===== src/rtl/w_schedule_streamer_pkg.sv =====
// Shared SHA-256 schedule types, widths and the small-sigma mixing functions.
package sha256_pkg;

    localparam int WORD_W    = 32;
    localparam int BLOCK_W   = 512;
    localparam int WIN_DEPTH = 16;
    localparam int IDX_W     = 6;

    typedef logic [WORD_W-1:0] word_t;

    typedef enum logic {
        IDLE   = 1'b0,
        STREAM = 1'b1
    } state_t;

    function automatic word_t rotr(input word_t x, input int unsigned n);
        return (x >> n) | (x << (WORD_W - n));
    endfunction

    function automatic word_t sig0(input word_t x);
        return rotr(x, 7) ^ rotr(x, 18) ^ (x >> 3);
    endfunction

    function automatic word_t sig1(input word_t x);
        return rotr(x, 17) ^ rotr(x, 19) ^ (x >> 10);
    endfunction

endpackage


===== src/rtl/w_schedule_streamer_if.sv =====
// Block load port plus W word stream between the streamer and the round datapath.
interface w_schedule_streamer_if;
    import sha256_pkg::*;

    logic                 block_valid;
    logic                 block_ready;
    logic [BLOCK_W-1:0]   block_data;
    logic                 w_valid;
    logic                 w_ready;
    word_t                w_word;
    logic [IDX_W-1:0]     w_index;
    logic                 w_last;
    logic                 busy;

    // master is the streamer itself; slave is the block source / word consumer
    modport master (
        input  block_valid, block_data, w_ready,
        output block_ready, w_valid, w_word, w_index, w_last, busy
    );

    modport slave (
        output block_valid, block_data, w_ready,
        input  block_ready, w_valid, w_word, w_index, w_last, busy
    );

endinterface


===== src/rtl/w_schedule_streamer_expand.sv =====
// Next schedule word from the sliding window: s1(W[t+14]) + W[t+9] + s0(W[t+1]) + W[t].
module w_expand_word
    import sha256_pkg::*;
(
    input  word_t win14,
    input  word_t win9,
    input  word_t win1,
    input  word_t win0,
    output word_t w_new
);

    assign w_new = sig1(win14) + win9 + sig0(win1) + win0;

endmodule


===== src/rtl/w_schedule_streamer.sv =====
// Loads one 512-bit block into a 16-word window and streams W[0..W_LENGTH-1]
// over a valid/ready handshake, expanding W[t+16] in place as each word leaves.
module w_schedule_streamer
    import sha256_pkg::*;
#(
    parameter int W_LENGTH = 64     // legal 17..64
) (
    input  logic                   clock,
    input  logic                   reset,
    w_schedule_streamer_if.master  bus
);

    localparam logic [IDX_W-1:0] LAST_T = IDX_W'(W_LENGTH - 1);

    state_t            state, state_nx;
    word_t             win [WIN_DEPTH];
    logic [IDX_W-1:0]  t;
    word_t             w_new;
    logic              load, adv, at_last, streaming;

    assign streaming = (state == STREAM);
    assign at_last   = (t == LAST_T);

    w_expand_word u_expand (
        .win14 (win[14]),
        .win9  (win[9]),
        .win1  (win[1]),
        .win0  (win[0]),
        .w_new (w_new)
    );

    always_comb begin
        state_nx = state;
        load     = 1'b0;
        adv      = 1'b0;
        case (state)
            IDLE: begin
                if (bus.block_valid) begin
                    load     = 1'b1;
                    state_nx = STREAM;
                end
            end
            STREAM: begin
                if (bus.w_ready) begin
                    adv = 1'b1;
                    if (at_last) state_nx = IDLE;
                end
            end
            default: state_nx = IDLE;
        endcase
    end

    always_ff @(posedge clock) begin
        if (reset) begin
            state <= IDLE;
        end else begin
            state <= state_nx;
        end
    end

    // Window and index only move on a load or an accepted word, so a stall
    // leaves every output stable.
    always_ff @(posedge clock) begin
        if (reset) begin
            for (int i = 0; i < WIN_DEPTH; i++) win[i] <= '0;
            t <= '0;
        end else if (load) begin
            for (int i = 0; i < WIN_DEPTH; i++)
                win[i] <= bus.block_data[BLOCK_W-1-WORD_W*i -: WORD_W];
            t <= '0;
        end else if (adv) begin
            for (int i = 0; i < WIN_DEPTH-1; i++) win[i] <= win[i+1];
            win[WIN_DEPTH-1] <= w_new;
            t <= at_last ? '0 : t + 1'b1;
        end
    end

    assign bus.block_ready = (state == IDLE);
    assign bus.w_valid     = streaming;
    assign bus.busy        = streaming;
    assign bus.w_word      = streaming ? win[0] : '0;
    assign bus.w_index     = t;
    assign bus.w_last      = streaming && at_last;

endmodule


===== src/flat_wrapper.sv =====
// flat-port wrapper written by rule: the top's interface ports become plain ports
module w_schedule_streamer_flat import sha256_pkg::*;
#(
    parameter int W_LENGTH = 64                    
)
  (clock, reset, bus_block_valid, bus_block_data, bus_w_ready, bus_block_ready, bus_w_valid, bus_w_word, bus_w_index, bus_w_last, bus_busy);
  w_schedule_streamer_if bus_i ();
  input  logic clock;
  input  logic reset;
  input wire logic [$bits(bus_i.block_valid)-1:0] bus_block_valid;
  input wire logic [$bits(bus_i.block_data)-1:0] bus_block_data;
  input wire logic [$bits(bus_i.w_ready)-1:0] bus_w_ready;
  output wire logic [$bits(bus_i.block_ready)-1:0] bus_block_ready;
  output wire logic [$bits(bus_i.w_valid)-1:0] bus_w_valid;
  output wire logic [$bits(bus_i.w_word)-1:0] bus_w_word;
  output wire logic [$bits(bus_i.w_index)-1:0] bus_w_index;
  output wire logic [$bits(bus_i.w_last)-1:0] bus_w_last;
  output wire logic [$bits(bus_i.busy)-1:0] bus_busy;
  assign bus_i.block_valid = bus_block_valid;
  assign bus_i.block_data = bus_block_data;
  assign bus_i.w_ready = bus_w_ready;
  assign bus_block_ready = bus_i.block_ready;
  assign bus_w_valid = bus_i.w_valid;
  assign bus_w_word = bus_i.w_word;
  assign bus_w_index = bus_i.w_index;
  assign bus_w_last = bus_i.w_last;
  assign bus_busy = bus_i.busy;
  w_schedule_streamer #(.W_LENGTH(W_LENGTH)) u_core (.clock(clock), .reset(reset), .bus(bus_i));
endmodule

===== config.mk =====
export PLATFORM = sky130hd
export DESIGN_NAME = w_schedule_streamer_flat
export DESIGN_NICKNAME = d
export VERILOG_FILES = /design/src/rtl/w_schedule_streamer_pkg.sv /design/src/rtl/w_schedule_streamer_if.sv /design/src/rtl/w_schedule_streamer_expand.sv /design/src/rtl/w_schedule_streamer.sv /design/src/flat_wrapper.sv
export SDC_FILE = /design/constraint.sdc
export NUM_CORES = 1
export LEC_CHECK = 0
export CAP_MARGIN = 0
export CORE_MARGIN = 1
export CORE_UTILIZATION = 49
export CTS_BUF_LIST = sky130_fd_sc_hd__clkbuf_4
export DETAILED_ROUTE_END_ITERATION = 12
export HOLD_SLACK_MARGIN = 0.12
export PLACE_DENSITY = 0.87
export REMOVE_ABC_BUFFERS = 1
export SLEW_MARGIN = 30
export SYNTH_ARGS = -nofsm -noshare
export SYNTH_HDL_FRONTEND = slang
export SYNTH_SLANG_ARGS = --single-unit

===== constraint.sdc =====
create_clock -name clock -period 11.4 [get_ports clock]
set_clock_uncertainty 0.1 [all_clocks]
set_input_delay 2.85 -clock clock [delete_from_list [all_inputs] [get_ports clock]]
set_output_delay 2.85 -clock clock [all_outputs]
set_load 0.005 [all_outputs]

==> metrics.md <==
| Metric | Value |
|---|---|
| Outcome | finished clean |
| Count leader, synth | nand2_1 |
| Tcrit/Tclk final | 49.2% |
| Setup ws final | 5.79 ns |
| Share of layout cells above drive strength 1 | 7.76% |
| Routed WL per cell | 21.7 µm |
| DRT antenna net count | 0 |
| Logic gate share of total power | 35.7% |
| Rows | 85 |
| Worst-skew pair later-pin latency | 0.97 ns |
| DP Worst Slack | 5.10 ns |
| Flop2flop setup slack | 6.43 ns |
| Initial detailed-routing violation count | 2111 |
| Overall power | 6.40 mW |
| CP startpoint kind | flop |
| Largest cells by area after synthesis | edfxtp_1 57%, nand2_1 12%, a21oi_1 8.1% |
| DR DRC count | 0 |
| Initial Util | 49.8% |
| # IOs | 558 |
| Hold Crit Class | flop to flop |
| Tot GR Track Use | 31.2% |
| Via count | 22400 |
| Top FF cell, synth | edfxtp_1 |
| Async SR Flop Fraction | 0% |
| Crit Path Category | flop to primary output |
| Max_cap viols | 0 |
| Gr ovfl total | 0 |
| Crit-path max cell delay | 0.54 ns |
| Max Root-Sink Buffers | 3 |
| Tmin final | 5.61 ns |
| Largest net degree at the start of global routing | 201 |
| Worst slew margin | 31.2% |
| Clk pwr share | 25.9% |
| Vias in the first global route | 22300 |
| Post-DR vias/cell | 5.59 |
| Sw Share | 35.5% |
| Critical Path Fanout Max | 33 |
| RSZ-0062 raised after global routing | false |
| FF+latch count, synth | 519 |
| Die Span X | 237 µm |
| IO Port Bufs | 557 |
| H-tree level count | 4 |
| Most frequent cells after synthesis | 862 x nand2_1, 512 x edfxtp_1, 436 x a21oi_1 |
| Reg power frac | 38.4% |
| Final hold violation count | 0 |
| Worst-Margin Slew | 1.03 ns |
| EDFF count, synth | 512 |
| Syn Area/Cell | 10.2 µm² |
| First-pass GRT wire length | 130000 µm |
| GP Congestion | 0.922 |
| Internal | 4.13 mW |
| Psw | 2.27 mW |
| Clock Sinks | 519 |
| Area Overhead vs Synth | 29.3% |
| Worst Path Arrival | 2.66 ns |
| Core area | 0.0541 mm² |
| Fin nets | 3812 |
| Drt first pass iters | 7 |
| Fillers | 4175 |
| Req. time, crit path | 8.45 ns |
| Max-slew violations | 0 |
| Setup Fix Bufs, Post-CTS | 0 |
| YS warnings | 0 |
| Distinct cell type count after synthesis | 55 |
| Crit path cell chain | buf_4, and2_1, clkdlybuf4s50_1 |
| Post-Syn Area | 0.0270 mm² |
| Post-synth top area cell | edfxtp_1 |
| Max IR drop VDD | 0.109 mV |
| Static Leak | 14.0 nW |
| Worst-path clk slew | 0.08 ns |
| Initial antenna violation count | 20 |
| Seq/Total Area, Yosys | 57.5% |
| Synthesized instance count | 2649 |
| Cts hold-fix bufs | 0 |
| CTS tree | yes |
| CTS resizes | 0 |
| Crit. End Element | primary output |
| DIE AREA | 0.0560 mm² |
| Fmax | 0.178 GHz |
| CTS buffer count | 140 |
| Die H | 237 µm |
| Crit-path slowest cell | clkdlybuf4s50_1 |
| Count of final setup violators | 0 |
| Post-DP HPWL | 61600 µm |
| Clock root buffer | clkbuf_4 |
| WL final | 87300 µm |
| Power Dens Cells | 184 mW/mm² |
| Top cell type's share of synthesized area | 57.0% |
==> cells by family (layout without fill, tap and decap cells) <==
family                   count (synthesis)  in the layout  share of synthesized area, %
buffers and inverters                  314            963                          4.45
AND/OR/NAND/NOR                        957            957                          14.0
other                                    0             23                             0
adder cells (fa/ha/maj)                 94             94                          6.09
XOR/XNOR                               145            145                          4.71
AO/OA/AOI/OAI                          619            619                          13.2
flip-flops                             519            519                          57.5
multiplexers                             1              1                        0.0371
==> placed cells by master, fill, tap and decap left out, types with 34 or more instances in the layout <==
| cell | count |
|---|---|
| clkbuf_4 | 206 |
| a21oi_1 | 436 |
| clkdlybuf4s50_1 | 556 |
| xnor2_1 | 118 |
| fa_1 | 62 |
| nand2_1 | 856 |
| o21ai_0 | 50 |
| and2_1 | 34 |
| a22o_1 | 69 |
| edfxtp_1 | 512 |
| inv_1 | 149 |
==> worst paths after layout <==
path,from,end,cells after the start
setup / recovery,u_core.bus.busy,bus_w_word[10],3
hold / removal,u_core.bus.w_index[1],u_core.bus.w_index[1],2
setup reg to reg,u_core.win[0][466],u_core.win[0][509],17
hold reg to reg,u_core.bus.w_index[1],u_core.bus.w_index[1],2
==> critical path: cells and delay by family (launching register included) <==
family | cells | cell delay (ns)
flops | 1 | 0.42
simple gates | 1 | 0.29
buf+inv | 2 | 0.94
==> per-stage QoR <==
step / utilization, % / cells / area (µm²) / TNS (ns) / hold slack (ns)
after floorplan: - / 2484 / 26300 / -2995.37 / 0.376
after global placement: 61.0 / 3754 / 33000 / 0 / 0.377
after detailed placement: 61.0 / 3755 / 33000 / 0 / 0.394
after CTS: 64.2 / 3993 / 34800 / 0 / 0.407
after global routing: 64.4 / 4017 / 34900 / 0 / 0.419
final: 64.4 / 4017 / 34900 / 0 / 0.406
==> cell type report <==
class	instances	area (µm²)	share of cell area, %
flip-flops and latches	519	15500	44.5
multi-input cells	1816	10300	29.6
repair buffers	576	5820	16.7
clock buffers	206	1550	4.44
well taps	696	871	2.50
inverters	149	559	1.60
clock inverters	32	180	0.517
diodes	23	57.6	0.165
==> state kept, by name, indices dropped and copies added (netlist names) <==
name	flops
u_core.win	512
u_core.bus.busy	1
u_core.bus.w_index	6
==> layer usage <==
metal	up-vias	part of all wire, %	track usage, %
met5	-	0.035	0
met4	4	5.3	18.1
met3	274	8.7	7.31
met2	1228	47	48.3
met1	10700	39	40.2
li1	10200	-	-
==> power by group through the flow <==
stage	Clock (mW)	Combinational, mW	Sequential [mW]
after floorplan	0	1.52	2.45
after global placement	0	2.18	2.49
after detailed placement	0	2.22	2.49
after CTS	1.68	2.24	2.45
after global routing	1.78	2.51	2.47
final	1.66	2.29	2.46
Note: power is estimated with default switching activity, not from simulation.
